File: src/rtl/iir_sched_pkg.sv
// Shared widths, default coefficients and FSM state type for the IIR channel scheduler.
package iir_sched_pkg;
  localparam int X_W     = 8;
  localparam int Y_W     = 13;
  localparam int SUM_W   = 26;
  localparam int XC_W    = 16;
  localparam int YC_W    = 12;
  localparam int ROUND_W = SUM_W + 2;

  localparam logic signed [XC_W-1:0] XC_DEFAULT = 16'h4CB3;
  localparam logic signed [YC_W-1:0] YC_DEFAULT = 12'h783;

  typedef enum logic [1:0] {ARB, MUL, SUM} sched_state_t;

  // Clamp an already-shifted rounded sum to the signed Y_W range.
  function automatic logic signed [Y_W-1:0] sat_y(input logic signed [ROUND_W-1:0] v);
    if (&v[ROUND_W-1:Y_W-1] || ~|v[ROUND_W-1:Y_W-1])
      return v[Y_W-1:0];
    return v[ROUND_W-1] ? {1'b1, {(Y_W-1){1'b0}}} : {1'b0, {(Y_W-1){1'b1}}};
  endfunction
endpackage

File: src/rtl/iir_ch_scheduler_if.sv
// Sample-in / result-out bundle of the IIR channel scheduler.
interface iir_ch_scheduler_if import iir_sched_pkg::*; #(
  parameter int NUM_CH = 4
);
  localparam int CH_W = $clog2(NUM_CH);

  logic [NUM_CH-1:0]     in_valid;
  logic [NUM_CH*X_W-1:0] in_data;
  logic [NUM_CH-1:0]     in_ready;
  logic                  clr;
  logic                  out_valid;
  logic [CH_W-1:0]       out_ch;
  logic [Y_W-1:0]        out_data;
  logic                  busy;

  modport master (output in_valid, in_data, clr,
                  input  in_ready, out_valid, out_ch, out_data, busy);
  modport slave  (input  in_valid, in_data, clr,
                  output in_ready, out_valid, out_ch, out_data, busy);
endinterface

File: src/rtl/iir_rr_arbiter.sv
// Combinational round-robin picker: first requester after ptr, with wrap.
module iir_rr_arbiter #(
  parameter int NUM_CH = 4,
  parameter int CH_W   = $clog2(NUM_CH)
) (
  input  logic [NUM_CH-1:0] req,
  input  logic [CH_W-1:0]   ptr,
  output logic [NUM_CH-1:0] grant,
  output logic [CH_W-1:0]   idx
);
  logic            found;
  logic [CH_W-1:0] cand;

  always_comb begin
    grant = '0;
    idx   = '0;
    found = 1'b0;
    cand  = '0;
    for (int i = 1; i <= NUM_CH; i++) begin
      cand = CH_W'((int'(ptr) + i) % NUM_CH);
      if (!found && req[cand]) begin
        found       = 1'b1;
        grant[cand] = 1'b1;
        idx         = cand;
      end
    end
  end
endmodule

File: src/rtl/iir_ch_scheduler.sv
// One shared 1st-order IIR datapath serving NUM_CH channels in round-robin order.
// Define IIR_ROUND_EN for round-half-up with saturation instead of plain truncation.
module iir_ch_scheduler import iir_sched_pkg::*; #(
  parameter int                      NUM_CH = 4,
  parameter logic signed [XC_W-1:0]  XC     = XC_DEFAULT,
  parameter logic signed [YC_W-1:0]  YC     = YC_DEFAULT
) (
  input  logic               clk,
  input  logic               reset,
  iir_ch_scheduler_if.slave  bus
);
  localparam int CH_W  = $clog2(NUM_CH);
  localparam int XM_W  = X_W + XC_W;
  localparam int YM_W  = Y_W + YC_W;
  localparam int SHIFT = SUM_W - Y_W;

  sched_state_t              state_reg;
  logic [CH_W-1:0]           rr_ptr_reg;
  logic [CH_W-1:0]           ch_reg;
  logic signed [X_W-1:0]     x_reg;
  logic signed [Y_W-1:0]     y_reg;
  logic signed [XM_W-1:0]    x_mul_reg;
  logic signed [YM_W-1:0]    y_mul_reg;
  logic                      out_valid_reg;
  logic [CH_W-1:0]           out_ch_reg;
  logic signed [Y_W-1:0]     out_data_reg;
  logic signed [Y_W-1:0]     y_state [NUM_CH];
  logic signed [Y_W-1:0]     y_next;
  logic signed [X_W-1:0]     x_in;
  logic [NUM_CH-1:0]         grant;
  logic [CH_W-1:0]           grant_idx;
  logic                      take;

  iir_rr_arbiter #(.NUM_CH(NUM_CH), .CH_W(CH_W)) u_arb (
    .req   (bus.in_valid),
    .ptr   (rr_ptr_reg),
    .grant (grant),
    .idx   (grant_idx)
  );

  // clr wins over a same-cycle transfer, so the grant is withheld while it is high.
  assign bus.in_ready = (state_reg == ARB && !bus.clr && !reset) ? grant : '0;
  assign take         = |bus.in_ready;
  assign x_in         = bus.in_data[int'(grant_idx)*X_W +: X_W];

`ifdef IIR_ROUND_EN
  logic signed [ROUND_W-1:0] sum_round;
  assign sum_round = (ROUND_W'(x_mul_reg) <<< 1) + (ROUND_W'(y_mul_reg) <<< 2)
                   + ROUND_W'(1 << (SHIFT - 1));
  assign y_next    = sat_y(sum_round >>> SHIFT);
`else
  // Wrap-around in SUM_W bits leaves the kept upper slice exact.
  logic signed [SUM_W-1:0] sum_trunc;
  assign sum_trunc = (SUM_W'(x_mul_reg) <<< 1) + (SUM_W'(y_mul_reg) <<< 2);
  assign y_next    = Y_W'(sum_trunc >>> SHIFT);
`endif

  for (genvar gi = 0; gi < NUM_CH; gi++) begin : g_ystate
    logic signed [Y_W-1:0] y_hold_reg;
    always_ff @(posedge clk or posedge reset) begin
      if (reset)
        y_hold_reg <= '0;
      else if (bus.clr)
        y_hold_reg <= '0;
      else if (state_reg == SUM && ch_reg == CH_W'(gi))
        y_hold_reg <= y_next;
    end
    assign y_state[gi] = y_hold_reg;
  end

  always_ff @(posedge clk or posedge reset) begin
    if (reset) begin
      state_reg     <= ARB;
      rr_ptr_reg    <= CH_W'(NUM_CH - 1);
      ch_reg        <= '0;
      x_reg         <= '0;
      y_reg         <= '0;
      x_mul_reg     <= '0;
      y_mul_reg     <= '0;
      out_valid_reg <= 1'b0;
      out_ch_reg    <= '0;
      out_data_reg  <= '0;
    end else begin
      out_valid_reg <= 1'b0;
      if (bus.clr) begin
        state_reg <= ARB;
      end else begin
        case (state_reg)
          ARB: if (take) begin
            x_reg      <= x_in;
            ch_reg     <= grant_idx;
            y_reg      <= y_state[grant_idx];
            rr_ptr_reg <= grant_idx;
            state_reg  <= MUL;
          end
          MUL: begin
            x_mul_reg <= XM_W'(x_reg) * XM_W'(XC);
            y_mul_reg <= YM_W'(y_reg) * YM_W'(YC);
            state_reg <= SUM;
          end
          SUM: begin
            out_data_reg  <= y_next;
            out_ch_reg    <= ch_reg;
            out_valid_reg <= 1'b1;
            state_reg     <= ARB;
          end
          default: state_reg <= ARB;
        endcase
      end
    end
  end

  assign bus.out_valid = out_valid_reg;
  assign bus.out_ch    = out_ch_reg;
  assign bus.out_data  = out_data_reg;
  assign bus.busy      = (state_reg == MUL) || (state_reg == SUM);
endmodule
File: src/flat_wrapper.sv
// flat-port wrapper written by rule: the top's interface ports become plain ports
module iir_ch_scheduler_flat import iir_sched_pkg::*;
#(
  parameter int                      NUM_CH = 4,
  parameter logic signed [XC_W-1:0]  XC     = XC_DEFAULT,
  parameter logic signed [YC_W-1:0]  YC     = YC_DEFAULT
)
  (clk, reset, bus_in_valid, bus_in_data, bus_clr, bus_in_ready, bus_out_valid, bus_out_ch, bus_out_data, bus_busy);
  iir_ch_scheduler_if #(.NUM_CH(NUM_CH)) bus_i ();
  input  logic clk;
  input  logic reset;
  input wire logic [$bits(bus_i.in_valid)-1:0] bus_in_valid;
  input wire logic [$bits(bus_i.in_data)-1:0] bus_in_data;
  input wire logic [$bits(bus_i.clr)-1:0] bus_clr;
  output wire logic [$bits(bus_i.in_ready)-1:0] bus_in_ready;
  output wire logic [$bits(bus_i.out_valid)-1:0] bus_out_valid;
  output wire logic [$bits(bus_i.out_ch)-1:0] bus_out_ch;
  output wire logic [$bits(bus_i.out_data)-1:0] bus_out_data;
  output wire logic [$bits(bus_i.busy)-1:0] bus_busy;
  assign bus_i.in_valid = bus_in_valid;
  assign bus_i.in_data = bus_in_data;
  assign bus_i.clr = bus_clr;
  assign bus_in_ready = bus_i.in_ready;
  assign bus_out_valid = bus_i.out_valid;
  assign bus_out_ch = bus_i.out_ch;
  assign bus_out_data = bus_i.out_data;
  assign bus_busy = bus_i.busy;
  iir_ch_scheduler #(.NUM_CH(NUM_CH), .XC(XC), .YC(YC)) u_core (.clk(clk), .reset(reset), .bus(bus_i));
endmodule
File: config.mk
export PLATFORM = sky130hd
export DESIGN_NAME = iir_ch_scheduler_flat
export DESIGN_NICKNAME = d
export VERILOG_FILES = /design/src/rtl/iir_sched_pkg.sv /design/src/rtl/iir_ch_scheduler_if.sv /design/src/rtl/iir_rr_arbiter.sv /design/src/rtl/iir_ch_scheduler.sv /design/src/flat_wrapper.sv
export SDC_FILE = /design/constraint.sdc
export NUM_CORES = 1
export LEC_CHECK = 0
export ABC_AREA = 1
export CAP_MARGIN = 20
export CORE_UTILIZATION = 63
export CTS_CLUSTER_SIZE = 20
export DETAILED_ROUTE_END_ITERATION = 7
export PLACE_DENSITY = 0.83
export SYNTH_ARGS = -nofsm -noshare
export SYNTH_HDL_FRONTEND = slang
export SYNTH_SLANG_ARGS = --single-unit
File: constraint.sdc
create_clock -name clk -period 6 [get_ports clk]
set_clock_uncertainty 0.2 [all_clocks]
set_input_delay 1.2 -clock clk [delete_from_list [all_inputs] [get_ports clk]]
set_output_delay 1.2 -clock clk [all_outputs]
set_load 0.01 [all_outputs]
==> results of run 1 <==
==> cells by family after synthesis <==
| family | Yosys count |
|---|---|
| fa+ha+maj | 217 |
| flops | 142 |
| buf+inv | 317 |
| xor+xnor | 34 |
| simple gates | 750 |
| compound gates | 228 |
==> synth_stat cells (4+ instances only) <==
cell,n
a21oi_1,65
fa_1,65
nand3b_1,5
nand2_2,5
nand2_4,4
a21o_1,5
o21bai_1,6
dfrtp_1,140
a21boi_0,7
or2_2,8
inv_2,5
nor2_4,4
buf_4,8
xor2_1,21
o21ai_0,102
nand2_1,513
buf_6,9
ha_1,152
buf_1,4
clkbuf_1,18
nor2_1,83
o21ai_1,26
inv_1,268
nor3_1,14
nand3_1,85
a31oi_1,14
nand4_1,22
xnor2_1,13
==> routing by layer <==
metal  part of all wire  up-vias  routed length [um]  global-route usage
li1                   -     5443                   -                   -
met1               0.42     5188               13600               0.415
met2               0.49      386               15700               0.568
met5                  0        -                   0                   0
met3              0.059       67                1890              0.0672
met4              0.028        0                 903               0.117
==> critical path, delay by kind of cell, from the launching register on <==
family                   cells  cell delay, ns
AO/OA/AOI/OAI                2            0.54
flip-flops                   1            0.41
adder cells (fa/ha/maj)      6            2.72
AND/OR/NAND/NOR              5            0.46
buffers and inverters        5            0.30
==> worst paths after layout <==
path                                 startpoint                     end  cells past startpoint
setup / recovery                u_core.y_reg[4]    u_core.y_mul_reg[23]                     18
hold reg to reg            u_core.bus.out_ch[0]    u_core.bus.out_ch[0]                      2
hold / removal             u_core.bus.out_ch[0]    u_core.bus.out_ch[0]                      2
min in group asynchronous                 reset  u_core.bus.out_data[1]                      2
max in group asynchronous                 reset     u_core.x_mul_reg[7]                      3
setup reg to reg                u_core.y_reg[4]    u_core.y_mul_reg[23]                     18
==> cell usage in the layout (no fill, tap or decap), types with 2 or more instances in the layout <==
cell,Yosys,final
inv_2,5,5
nand3_2,2,2
nand3_1,85,85
a21boi_0,7,7
nand2_4,4,4
nor2_1,83,83
nor3_1,14,14
o21ai_0,102,102
clkinv_8,0,2
clkdlybuf4s50_1,0,59
a21o_1,5,5
dfrtp_1,140,140
or2_2,8,8
inv_6,1,6
xor2_1,21,21
clkinv_1,2,2
dfstp_2,2,2
nand4_1,22,22
nand2_1,513,513
inv_8,0,7
a31oi_1,14,14
o21ai_1,26,26
a21oi_1,65,65
xnor2_1,13,13
o21bai_1,6,6
fa_1,65,65
nand2_2,5,5
buf_4,8,5
ha_1,152,152
nand3b_1,5,5
clkbuf_16,0,17
nor2_4,4,4
inv_1,268,267
==> metrics by stage <==
stage	worst slack [ns]	hold slack, ns
5_1_grt	0.955	0.305
3_5_place_dp	1.32	0.262
4_1_cts	1.30	0.277
3_3_place_gp	1.34	0.261
6_report	1.28	0.272
2_1_floorplan	0.794	0.249
==> cell type report <==
| cell class | count | area, um2 |
|---|---|---|
| tap | 265 | 332 |
| fill | 1611 | 5610 |
| clock buffer | 17 | 425 |
| inverter | 276 | 1050 |
| sequential | 142 | 3560 |
| clock inverter | 15 | 184 |
| multi-input combinational | 1229 | 7870 |
| timing repair buffer | 64 | 628 |
==> flow_summary.json, run 1 <==
{
  "fin_crit_ns": 4.72,
  "antenna_found_initial": 0,
  "synth_compound_area_frac": 0.0952,
  "placed_area_um2": 13400,
  "cts_setup_buffers": 0,
  "cts_tree": "yes",
  "fin_tns_setup_ns": 0,
  "cts.sinks": 142,
  "root_buffer": "clkbuf_16",
  "maxSlewViolCount": 0,
  "synth_xor_area_frac": 0.0234,
  "dp_cells": 1976,
  "core-area_um2": 19700,
  "drtPass1Iterations": 6,
  "vias_per_cell": 5.52,
  "rows": 51,
  "die-area_um2": 20800,
  "die-height_um": 144,
  "design_area_um2": 14000,
  "drive_above_1_share": 0.0407,
  "largest_reg_flops": 52,
  "worstPathCellList": "ha_1 -> inv_1 -> fa_1 -> inv_1 -> fa_1 -> inv_1 -> fa_1 -> fa_1 -> inv_1 -> ha_1 -> nand2_1 -> inv_1 -> nand2_1 -> o21ai_0 -> nand3_1 -> nand2_1 -> nand2_1 -> a31oi_1",
  "crit_type": "register to register",
  "drt-total-wl_mm": 32.2,
  "fin_cells": 2008,
  "relSlewSlack": 0.369,
  "synth_top_cell_area_share": 0.275,
  "synth.avg_cell_area_um2": 7.54,
  "grt_overflow": 0,
  "yosys_most_used_dff": "dfrtp_1",
  "utilization": 0.714,
  "syn_inst": 1688,
  "hold_viol_final": 0,
  "period_share": 0.787,
  "yosys.area_share.simple": 0.248,
  "drtIter0Drc": 646,
  "wl_per_cell_um": 16.0,
  "grt_max_degree": 108,
  "synthAdderAreaFrac": 0.252,
  "syn-cell-area_um2": 12700,
  "io_pins": 60,
  "route.detailed.drc": 0,
  "max-cap-violations": 0,
  "ys_ff_latch": 142,
  "async_reset_ff_frac": 1.00,
  "max_stage_delay_ns": 0.54,
  "status": "finished, final reports clean",
  "ys_warn_count": 0,
  "clk_transition_reported_paths_ns": 0.07,
  "cts_buffer_depth": 2,
  "slowest_stage": "fa_1",
  "worstSkewPairLatency_ns": 0.44,
  "worstMarginPinSlew_ns": 0.947,
  "hold_path.class": "register to register",
  "yosysTopAreaCell": "dfrtp_1",
  "initial_core_util": 0.647,
  "worstPathArrival_ns": 4.88,
  "synth_edf_count": 0,
  "ant_nets": 0,
  "grt_usage": 0.332,
  "grt_pass1_wl_mm": 52.5,
  "synth.area.top_cells": "dfrtp_1 28%, nand2_1 15%, ha_1 15%, fa_1 10%, inv_1 7.9%",
  "max_clock_freq_mhz": 212,
  "synth-seq-area-share": 0.280,
  "start_kind": "register",
  "routabilityCongestion": 0.968,
  "cts_buffers": 17,
  "syn-num-nets": 1944,
  "crit_fanout": 4,
  "setup_violations": 0,
  "areaGrowthSynthToFinish_pct": 10.4,
  "crit_top_cell": "inv_1",
  "first_global_vias": 10700,
  "worst_ep_required_time_ns": 6.15,
  "dp_hpwl_mm": 24.8,
  "port_buffers": 59,
  "ff2ff_setup_slack_ns": 1.28,
  "synth_top_family_by_area": "adder cells",
  "post_cts_resized": 0,
  "cts-htree-levels": 4,
  "fp.dieW_um": 144,
  "ys_types": 41,
  "hold_buffers": 0,
  "antenna_cells": 0,
  "rsz0062_at_grt": "no",
  "layout.nets": 1986,
  "worstSetupEndpointType": "register",
  "vias": 11100,
  "synth_mux_area_frac": 0
}
Power of run 1 is left out: the tool's default activity adds up to more than one toggle a clock period on the data nets, which glitch-free logic cannot reach.
==> inputs of run 2 (changes only) <==
==> constraint.sdc (replaced) <==
create_clock -name clk -period 4.7 [get_ports clk]
set_clock_uncertainty 0.2 [all_clocks]
set_input_delay 0.94 -clock clk [delete_from_list [all_inputs] [get_ports clk]]
set_output_delay 0.94 -clock clk [all_outputs]
set_load 0.01 [all_outputs]
==> run 2 against run 1 <==
Wire length fell by 1.1%. First-iteration DRC count fell by 1.1%. Hold slack improved by 0.0058 ns. Cell area rose by 1.6%. Maximum frequency rose by 4.1%. Die area did not move. Via count rose by 0.43%. Sequential share of layout area fell by 0.39 points. Register-to-register slack got worse by 1.1 ns. Global-route usage fell by 0.88 points.
==> flow_summary.json, run 2 (same netlist as run 1, synthesis figures left out) <==
{
  "max-cap-violations": 0,
  "setup_violations": 0,
  "worstMarginPinSlew_ns": 0.749,
  "initial_core_util": 0.647,
  "worstSetupEndpointType": "register",
  "crit_fanout": 4,
  "worstSkewPairLatency_ns": 0.45,
  "layout.nets": 2002,
  "fp.dieW_um": 144,
  "cts_tree": "yes",
  "fillers": 1614,
  "grt_overflow": 0,
  "hold_viol_final": 0,
  "route.detailed.drc": 0,
  "worst_ep_required_time_ns": 4.84,
  "grt_pass1_wl_mm": 51.0,
  "vias": 11100,
  "period_share": 0.965,
  "largest_reg_flops": 52,
  "fin_hold_ws_ns": 0.278,
  "fin_ws_ns": 0.163,
  "die-height_um": 144,
  "drtPass1Iterations": 5,
  "drt-total-wl_mm": 31.8,
  "multi_input_area_um2": 7950,
  "cts-htree-levels": 4,
  "fin_tns_setup_ns": 0,
  "utilization": 0.725,
  "vias_per_cell": 5.50,
  "seqCellArea_um2": 3560,
  "rows": 51,
  "port_buffers": 59,
  "fin_crit_ns": 4.54,
  "hold_buffers": 0,
  "clk_transition_reported_paths_ns": 0.07,
  "die-area_um2": 20800,
  "drtIter0Drc": 639,
  "grt_usage": 0.323,
  "io_pins": 60,
  "status": "finished, final reports clean",
  "max_clock_freq_mhz": 220,
  "first_global_vias": 10600,
  "hold_path.class": "register to register",
  "areaGrowthSynthToFinish_pct": 12.1,
  "ant_nets": 0,
  "final_common_cell": "nand2_1",
  "place_ws_ns": 0.0144,
  "wl_per_cell_um": 15.7,
  "routabilityCongestion": 0.967,
  "worstPathArrival_ns": 4.68,
  "start_kind": "register",
  "core-area_um2": 19700,
  "antenna_found_initial": 0,
  "cts_buffer_depth": 2,
  "maxSlewViolCount": 0,
  "grt_max_degree": 116,
  "cts_buffers": 17,
  "root_buffer": "clkbuf_16",
  "relSlewSlack": 0.499,
  "drive_above_1_share": 0.0563,
  "dp_hpwl_mm": 24.7,
  "crit_type": "register to register",
  "cts.sinks": 142,
  "mostFrequentLayoutCells": "513 x nand2_1, 267 x inv_1, 146 x ha_1"
}
## run 2: changes by cell type in the layout (fill, tap and decap cells not counted), sizes merged
cell / delta
clkinvlp: +1
inv: -5
bufinv: -1
clkinv: +5
diode: +1
buf: +16
## run 2: layout make-up
cell class,instances,area share
Antenna cell,1,0.000176
Clock buffer,17,0.0298
Clock inverter,15,0.0132
Inverter,276,0.0733
Multi-Input combinational cell,1229,0.558
Sequential cell,142,0.249
Tap cell,265,0.0233
Timing Repair Buffer,80,0.0534
## run 2: what timing repair did
item,4_1_cts,5_1_grt
gates resized for setup,0,16
setup buffers,0,3
setup endpoints to repair,0,9
## run 2: per-stage QoR
stage / area (um2) / cells
5_1_grt: 14300 / 2024
4_1_cts: 14200 / 2021
3_3_place_gp: 13500 / 1989
2_1_floorplan: 12700 / 1688
3_5_place_dp: 13500 / 1989
6_report: 14300 / 2025
## run 2: final timing paths
kind	startpoint	slack (ns)	depth (start not counted)	to
max in group asynchronous	reset	2.95	3	u_core.x_mul_reg[22]
min	u_core.bus.out_data[10]	0.28	2	u_core.bus.out_data[10]
max	u_core.y_reg[4]	0.16	18	u_core.y_mul_reg[16]
max reg2reg	u_core.y_reg[4]	0.16	18	u_core.y_mul_reg[16]
min reg2reg	u_core.bus.out_data[10]	0.28	2	u_core.bus.out_data[10]
min in group asynchronous	reset	0.83	3	u_core.bus.out_data[3]
## run 2: routing by layer
layer	GRT usage	wire length [um]	share of wire
met1	0.402	13600	0.43
met2	0.553	15500	0.49
met3	0.0536	1720	0.054
met4	0.139	996	0.031
met5	0	0	0
## run 2: critical path: stages (launching register included)
cell      delay [ns]
dfrtp_1         0.41
ha_1            0.33
inv_1           0.10
fa_1            0.54
inv_1           0.05
fa_1            0.49
inv_1           0.05
fa_1            0.50
fa_1            0.54
inv_1           0.07
ha_4            0.25
nand2_1         0.06
nand2_1         0.08
o21bai_1        0.23
nand2_1         0.09
nand2_1         0.05
or2_2           0.27
nand3_1         0.07
nand2_1         0.05
Power of run 2 is left out for the same reason.
==> inputs of run 3 (changes only) <==
--- a/config.mk
+++ b/config.mk
@@ -11,6 +11,9 @@
 export CTS_CLUSTER_SIZE = 20
 export DETAILED_ROUTE_END_ITERATION = 7
 export PLACE_DENSITY = 0.83
+export REMOVE_ABC_BUFFERS = 1
+export SKIP_LAST_GASP = 1
+export SLEW_MARGIN = 30
 export SYNTH_ARGS = -nofsm -noshare
 export SYNTH_HDL_FRONTEND = slang
 export SYNTH_SLANG_ARGS = --single-unit
==> run 3 against run 2 <==
Wire length grew 3.8%. Utilization is 0.13 points higher. Sequential share of layout area hardly changed. Final cell count is the same. Register-to-register slack worse by 0.07 ns. Clock-buffer cell count rose by 1. First-iteration DRC count is 28% higher. Maximum frequency decreased by 1.4%. Critical endpoint unchanged. Highest routed layer unchanged.
==> flow_summary.json, run 3 (same netlist as run 1, synthesis figures left out) <==
{
  "status": "finished, final reports clean",
  "hold_path.class": "register to register",
  "cts.sinks": 142,
  "die-area_um2": 20800,
  "grt_overflow": 0,
  "drive_above_1_share": 0.0619,
  "critPathLaunch": "u_core.y_reg[5]",
  "max-cap-violations": 0,
  "drtIter0Drc": 821,
  "fin_ws_ns": 0.0981,
  "cts_buffer_depth": 2,
  "fin_cells": 2025,
  "worstSkewPairLatency_ns": 0.44,
  "start_kind": "register",
  "ff2ff_setup_slack_ns": 0.1,
  "rows": 51,
  "core-area_um2": 19700,
  "fp.dieW_um": 144,
  "ant_nets": 0,
  "largest_reg_flops": 52,
  "worstSetupEndpointType": "register",
  "crit_type": "register to register",
  "design_area_um2": 14300,
  "root_buffer": "clkbuf_16",
  "worstPathArrival_ns": 4.73,
  "dp_hpwl_mm": 26.0,
  "io_pins": 60,
  "placed_area_um2": 13600,
  "grt_pass1_wl_mm": 53.5,
  "place_ws_ns": -0.0487,
  "fin_crit_ns": 4.60,
  "antenna_cells": 0,
  "final_common_cell": "nand2_1",
  "rr_worst_depth": 15,
  "vias_per_cell": 5.48,
  "grt_usage": 0.339,
  "worst_ep_required_time_ns": 4.83,
  "initial_core_util": 0.647,
  "drtPass1Iterations": 7,
  "crit_fanout": 4,
  "setup_violations": 0,
  "areaGrowthSynthToFinish_pct": 12.3,
  "wl_per_cell_um": 16.3,
  "port_buffers": 59,
  "dp_cells": 1992,
  "min_from": "u_core.bus.out_data[7]",
  "drt-total-wl_mm": 33.0,
  "routabilityCongestion": 0.957,
  "period_share": 0.979,
  "maxSlewViolCount": 0,
  "rsz0062_at_grt": "yes",
  "vias": 11100,
  "antenna_found_initial": 0,
  "max_clock_freq_mhz": 217,
  "timing.rr.end": "u_core.y_mul_reg[16]",
  "mostFrequentLayoutCells": "513 x nand2_1, 267 x inv_1, 146 x ha_1",
  "route.detailed.drc": 0,
  "endpoint": "u_core.y_mul_reg[16]",
  "clk_transition_reported_paths_ns": 0.07,
  "fin_tns_setup_ns": 0,
  "cts_buffers": 17,
  "worstMarginPinSlew_ns": 0.640,
  "timing.rr.start": "u_core.y_reg[5]",
  "hold_viol_final": 0,
  "die-height_um": 144,
  "relSlewSlack": 0.572,
  "grt_max_degree": 96,
  "cts_tree": "yes",
  "first_global_vias": 10800,
  "layout.nets": 2004,
  "cts-htree-levels": 4
}
-- run 3: cell count changes in the layout (fill, tap and decap cells not counted), sizes merged --
cell and delta:
buf +2, diode -1, inv -3, bufinv +2
clkinv -1, clkbuf +1
-- run 3: critical path, stage by stage, from the launching register on --
cell	delay (ns)
dfrtp_1	0.42
ha_1	0.33
inv_1	0.09
fa_1	0.56
inv_1	0.06
fa_1	0.48
fa_1	0.59
fa_1	0.47
ha_4	0.29
inv_1	0.12
o21bai_2	0.11
a21boi_1	0.25
nand2_1	0.12
or2_2	0.28
nand3_1	0.07
nand2_1	0.05
-- run 3: how the worst min path moves through the flow --
stage / end / slack (ns) / depth (start not counted)
after global routing: u_core.g_ystate[1].y_hold_reg[10] / 0.30 / 2
after global placement: u_core.bus.out_ch[0] / 0.26 / 2
after floorplan: u_core.y_mul_reg[0] / 0.25 / 2
after detailed placement: u_core.bus.out_data[0] / 0.27 / 2
final: u_core.bus.out_data[7] / 0.28 / 2
after CTS: u_core.bus.out_data[9] / 0.28 / 2
-- run 3: layout make-up --
class | instances | area [um2]
multi-input combinational | 1229 | 8000
tap | 265 | 332
clock buffer | 18 | 429
clock inverter | 13 | 141
fill | 1618 | 5370
timing repair buffer | 82 | 776
sequential | 142 | 3560
inverter | 276 | 1050
-- run 3: per-layer routing --
metal	up-vias	global-route usage	part of all wire
li1	5460	-	-
met2	312	0.585	0.49
met1	5258	0.425	0.43
met4	0	0.138	0.032
met5	-	0	0
met3	71	0.0513	0.048
-- run 3: repair_timing --
| item | in CTS | in global routing |
|---|---|---|
| hold buffers | 0 | 0 |
| buffers inserted | 1 | 0 |
| gates cloned | 0 | 0 |
| gates resized for setup | 2 | 25 |
| pin swaps | 0 | 1 |
| endpoints found under the setup margin | 2 | 12 |
-- run 3: through the flow --
stage | utilization | hold slack [ns]
floorplan | - | 0.249
global placement | 0.689 | 0.258
detailed placement | 0.689 | 0.265
CTS | 0.720 | 0.282
global route | 0.727 | 0.297
finish | 0.727 | 0.276
Power of run 3 is left out for the same reason.
